--- config.mk ---
export PLATFORM = sky130hd
export DESIGN_NAME = logic_unit_arbiter
export DESIGN_NICKNAME = d
export VERILOG_FILES = /design/src/rtl/logic_unit_arbiter_pkg.sv /design/src/rtl/logic_unit_arbiter_op_core.sv /design/src/rtl/logic_unit_arbiter.sv
export SDC_FILE = /design/constraint.sdc
export NUM_CORES = 1
export LEC_CHECK = 0
export CORE_MARGIN = 3
export CORE_UTILIZATION = 49
export DETAILED_ROUTE_END_ITERATION = 8
export PLACE_DENSITY = 0.91
export SLEW_MARGIN = 20
export SYNTH_ARGS = -nofsm -noshare
export SYNTH_HDL_FRONTEND = slang
export SYNTH_HIERARCHICAL = 1
export SYNTH_SLANG_ARGS = --single-unit
--- constraint.sdc ---
create_clock -name clk -period 2.05 [get_ports clk]
set_clock_uncertainty 0.1 [all_clocks]
set_input_delay 0.3075 -clock clk [delete_from_list [all_inputs] [get_ports clk]]
set_output_delay 0.3075 -clock clk [all_outputs]
set_load 0.005 [all_outputs]
--- src/rtl/logic_unit_arbiter_pkg.sv ---
// rtl/logic_unit_arbiter_pkg.sv - shared opcodes and FSM state type for the logic unit arbiter
package logic_unit_arbiter_pkg;

  localparam logic [2:0] OP_AND  = 3'd0;
  localparam logic [2:0] OP_OR   = 3'd1;
  localparam logic [2:0] OP_NOT  = 3'd2;
  localparam logic [2:0] OP_NAND = 3'd3;
  localparam logic [2:0] OP_NOR  = 3'd4;
  localparam logic [2:0] OP_XOR  = 3'd5;
  localparam logic [2:0] OP_XNOR = 3'd6;
  localparam logic [2:0] OP_RSVD = 3'd7;

  typedef enum logic [1:0] {
    IDLE = 2'd0,
    EXEC = 2'd1,
    RESP = 2'd2
  } state_e;

endpackage

--- src/rtl/logic_unit_arbiter_op_core.sv ---
// rtl/logic_unit_arbiter_op_core.sv - combinational bitwise logic core
module logic_op_core
  import logic_unit_arbiter_pkg::*;
#(
  parameter int WIDTH = 8
) (
  input  logic [2:0]       op,
  input  logic [WIDTH-1:0] a,
  input  logic [WIDTH-1:0] b,
  output logic [WIDTH-1:0] y,
  output logic             err
);

  // Decode the opcode; the reserved code yields zero and flags an error
  always_comb begin
    y   = '0;
    err = 1'b0;
    case (op)
      OP_AND:  y = a & b;
      OP_OR:   y = a | b;
      OP_NOT:  y = ~a;
      OP_NAND: y = ~(a & b);
      OP_NOR:  y = ~(a | b);
      OP_XOR:  y = a ^ b;
      OP_XNOR: y = ~(a ^ b);
      default: begin
        y   = '0;
        err = 1'b1;
      end
    endcase
  end

endmodule

--- src/rtl/logic_unit_arbiter.sv ---
// rtl/logic_unit_arbiter.sv - round-robin sharing of one logic core between two requesters
module logic_unit_arbiter
  import logic_unit_arbiter_pkg::*;
#(
  parameter int WIDTH = 8,
  parameter int CNT_W = 16
) (
  input  logic             clk,
  input  logic             rst_n,
  input  logic             req0_valid,
  output logic             req0_ready,
  input  logic [2:0]       req0_op,
  input  logic [WIDTH-1:0] req0_a,
  input  logic [WIDTH-1:0] req0_b,
  input  logic             req1_valid,
  output logic             req1_ready,
  input  logic [2:0]       req1_op,
  input  logic [WIDTH-1:0] req1_a,
  input  logic [WIDTH-1:0] req1_b,
  output logic             rsp_valid,
  input  logic             rsp_ready,
  output logic [WIDTH-1:0] rsp_data,
  output logic             rsp_id,
  output logic             rsp_err,
  output logic [CNT_W-1:0] done_cnt
);

  state_e           state_q, state_d;
  logic [2:0]       op_q, op_d;
  logic [WIDTH-1:0] a_q, a_d;
  logic [WIDTH-1:0] b_q, b_d;
  logic             id_q, id_d;
  logic [WIDTH-1:0] data_q, data_d;
  logic             err_q, err_d;
  logic [CNT_W-1:0] cnt_q, cnt_d;
  logic             last_q, last_d;

  logic             grant_id;
  logic             any_valid;
  logic [WIDTH-1:0] core_y;
  logic             core_err;

  logic_op_core #(.WIDTH(WIDTH)) u_core (
    .op  (op_q),
    .a   (a_q),
    .b   (b_q),
    .y   (core_y),
    .err (core_err)
  );

  // Grant: a lone requester wins; under contention the one not served last wins
  always_comb begin
    any_valid = req0_valid | req1_valid;
    if (req0_valid && req1_valid) grant_id = ~last_q;
    else                          grant_id = req1_valid;
    req0_ready = (state_q == IDLE) && req0_valid && !grant_id;
    req1_ready = (state_q == IDLE) && req1_valid &&  grant_id;
  end

  // Next state: latch the winner, register the core output, then wait for the consumer
  always_comb begin
    state_d = state_q;
    op_d    = op_q;
    a_d     = a_q;
    b_d     = b_q;
    id_d    = id_q;
    data_d  = data_q;
    err_d   = err_q;
    cnt_d   = cnt_q;
    last_d  = last_q;
    case (state_q)
      IDLE: begin
        if (any_valid) begin
          op_d    = grant_id ? req1_op : req0_op;
          a_d     = grant_id ? req1_a  : req0_a;
          b_d     = grant_id ? req1_b  : req0_b;
          id_d    = grant_id;
          state_d = EXEC;
        end
      end
      EXEC: begin
        data_d  = core_y;
        err_d   = core_err;
        state_d = RESP;
      end
      RESP: begin
        if (rsp_ready) begin
          cnt_d   = cnt_q + {{(CNT_W-1){1'b0}}, 1'b1};
          last_d  = id_q;
          state_d = IDLE;
        end
      end
      default: state_d = IDLE;
    endcase
  end

  // State registers; an asynchronous reset drops any in-flight operation
  always_ff @(posedge clk or negedge rst_n) begin
    if (!rst_n) begin
      state_q <= IDLE;
      op_q    <= '0;
      a_q     <= '0;
      b_q     <= '0;
      id_q    <= 1'b0;
      data_q  <= '0;
      err_q   <= 1'b0;
      cnt_q   <= '0;
      last_q  <= 1'b1;
    end else begin
      state_q <= state_d;
      op_q    <= op_d;
      a_q     <= a_d;
      b_q     <= b_d;
      id_q    <= id_d;
      data_q  <= data_d;
      err_q   <= err_d;
      cnt_q   <= cnt_d;
      last_q  <= last_d;
    end
  end

  assign rsp_valid = (state_q == RESP);
  assign rsp_data  = data_q;
  assign rsp_id    = id_q;
  assign rsp_err   = err_q;
  assign done_cnt  = cnt_q;

endmodule

==> results.toml <==
[outcome]
status = "finished clean"

[global_route]
grt_first_pass_wirelength_mm = 10.0
grtUsageTotal_pct = 19.2
grt_antenna_before_repair = 0
grt_pass1_vias = 2186
grt_overflow = 0
grt_max_degree = 41

[worst_setup_path]
end_kind = "flip-flop"
path_max_fanout = 4
crit_path_start = "a_q[0]"
rr_worst_depth = 5
rr_endpoint = "rsp_data[0]"
critical_path_class = "flip-flop to flip-flop"
r2r_slack_ps = 50
cp.arrival_ps = 2080
crit_end = "rsp_data[0]"
worst_ep_required_time_ps = 2130
startpoint_type = "flip-flop"
timing.rr.start = "a_q[0]"

[logic_synthesis]
synthDistinctLibCells = 40
syn_area_um2 = 2860
synth_flop_cell = "dfrtp_1"
synth_nets = 330
yosysSeqAreaShare_pct = 42.1
ys_warn_count = 6
syn_area_per_cell_um2 = 10.6
ys_ff_latch = 48
synthArstFlopShare_pct = 100
syn_inst = 270
synth_edf_count = 0

[power_and_ir_drop]
p_per_area_nw_per_um2 = 1310
power.leakage_nw = 1.78
power.total_w = 0.00500
worst_ir_drop_vdd_v = 0.000951

[sta]
rsz0062_at_grt = "false"
period_needed_ps = 2000
relSlewSlack_pct = 55.7
fin_tns_setup_ps = 0
period_share_pct = 97.4
fmax_mhz = 501
max_slew.worst_pin.slew_ps = 664
maxSlewViolCount = 0
hold_viol = 0
setup_viol = 0

[die]
dieArea_um2 = 6780
core.rowCount = 27
die_y_um = 82.3
coreArea_um2 = 5570
io_pins = 72
initial_core_util_pct = 51.2
die_x_um = 82.3

[finish]
utilization_pct = 68.5
area_growth_pct = 33.8
diodes = 0
fin_nets = 412
drive_above_1_share_pct = 14.4
fin_area_um2 = 3820
fin_cells = 425

[clock_network]
clk_pin_slew_worst_paths_ps = 90
cts_tree = "done"
cts_sinks = 48
htreeDepth = 2
clk_latency_ps = 300
cts-root-buf = "clkbuf_8"
ctsLongestPathBuffers = 2
cts_buffers = 5

[place]
dp_cells = 413
hpwl_mm = 4.71
gp_congestion = 0.774
io_buffer_count = 71
placed_area_um2 = 3680

[flow_run]
max_cap_viol_count = 0

[drt]
postRouteAntennaNets = 0
drt_iter0_drc = 119
via_per_inst = 5.19
drt_wl_total_mm = 6.10
first_pass_iters = 4
drc = 0
num_vias = 2205
routedWlPerCell_um = 14.4

[min_path]
hold_class = "flip-flop to flip-flop"
final cells by class:
type,instances,area (um^2)
tap,72,90.1
multi-input combinational,182,1480
timing repair buffer,89,857
inverter,26,97.6
clock inverter,1,7.51
sequential,48,1200
clock buffer,7,86.3
fill,403,1750
layout by cell type (no fill, tap or decap), types with 2 or more instances in the layout:
| cell type | synthesis | layout |
|---|---|---|
| o21a_1 | 3 | 3 |
| and4_4 | 2 | 2 |
| and3_1 | 3 | 3 |
| mux2_1 | 5 | 4 |
| mux2_2 | 11 | 11 |
| buf_4 | 1 | 16 |
| clkdlybuf4s50_1 | 0 | 68 |
| nand2_1 | 10 | 10 |
| clkbuf_8 | 0 | 6 |
| ha_1 | 17 | 17 |
| inv_1 | 26 | 26 |
| nand3_1 | 4 | 4 |
| xor2_1 | 2 | 2 |
| nand2b_1 | 4 | 4 |
| mux2i_1 | 25 | 25 |
| a21oi_1 | 26 | 26 |
| dfrtp_1 | 47 | 46 |
| xnor2_1 | 13 | 13 |
| nand4_1 | 5 | 5 |
| o21ai_0 | 4 | 4 |
| mux4_2 | 6 | 6 |
| nor2_1 | 27 | 26 |
state kept, by name, summed over array words and instances (netlist names):
register / count
rsp_data: 8
rsp_err: 1
done_cnt: 16
state_q: 2
b_q: 8
last_q: 1
op_q: 3
rsp_id: 1
a_q: 8
synth_stat cells, types with 5 or more instances:
cell | number | area, um^2
dfrtp_1 | 47 | 1180
nor2_1 | 27 | 101
a21oi_1 | 26 | 130
inv_1 | 26 | 97.6
mux2i_1 | 25 | 250
ha_1 | 17 | 213
xnor2_1 | 13 | 114
mux2_2 | 11 | 124
nand2_1 | 10 | 37.5
buf_2 | 6 | 30.0
mux4_2 | 6 | 135
mux2_1 | 5 | 56.3
nand4_1 | 5 | 31.3
critical path: stages, from the launching register on:
cell and delay [ps]:
dfrtp_1 410, inv_1 60, ha_1 290, mux2_2 270, mux4_2 470, mux2_4 280
timing repair:
action | 4_1_cts | 5_1_grt
resized for setup | 2 | 4
hold buffers | 1 | 0
setup buffers | 0 | 3
pin swaps | 0 | 1
hold endpoints to repair | 28 | 0
endpoints found under the setup margin | 2 | 2
per-stage QoR:
stage,hold slack (ps),setup slack [ps]
after global placement,268,9.23
after detailed placement,283,-0.433
final,378,53.4
after global routing,398,1.57
after floorplan,-88.1,175
after CTS,391,1.81
report_power, final:
part | switching [W] | internal, W
sequential | 0.000392 | 0.00132
combinational | 0.00116 | 0.00155
clock | 0.000311 | 0.000274
worst min path at each step:
stage            startpoint            to  slack (ps)  cells past startpoint
6_report       done_cnt[15]  done_cnt[15]         380                      1
5_1_grt        done_cnt[15]  done_cnt[15]         400                      1
4_1_cts        done_cnt[15]  done_cnt[15]         390                      1
3_5_place_dp          rst_n  done_cnt[11]         280                      1
3_3_place_gp          rst_n  done_cnt[11]         270                      1
2_1_floorplan         rst_n        a_q[0]         -90                      0
metal layers:
| metal | track usage [%] | vias to the layer above | wire, um |
|---|---|---|---|
| li1 | - | 1089 | - |
| met1 | 25.6 | 1063 | 2690 |
| met2 | 32.5 | 48 | 3130 |
| met3 | 2.39 | 5 | 208 |
| met4 | 5.81 | 0 | 68 |
| met5 | 0 | - | 0 |
cells by family after synthesis:
| kind of cell | synth area share, % |
|---|---|
| AOI/OAI and AO/OA | 8.33 |
| xor gates and xnor gates | 4.60 |
| DFF | 42.1 |
| muxes | 19.8 |
| buffers and inverters | 6.57 |
| and+or+nand+nor | 11.1 |
| adders and majority gates | 7.45 |
No activity file was read; power rests on OpenSTA's default activity.
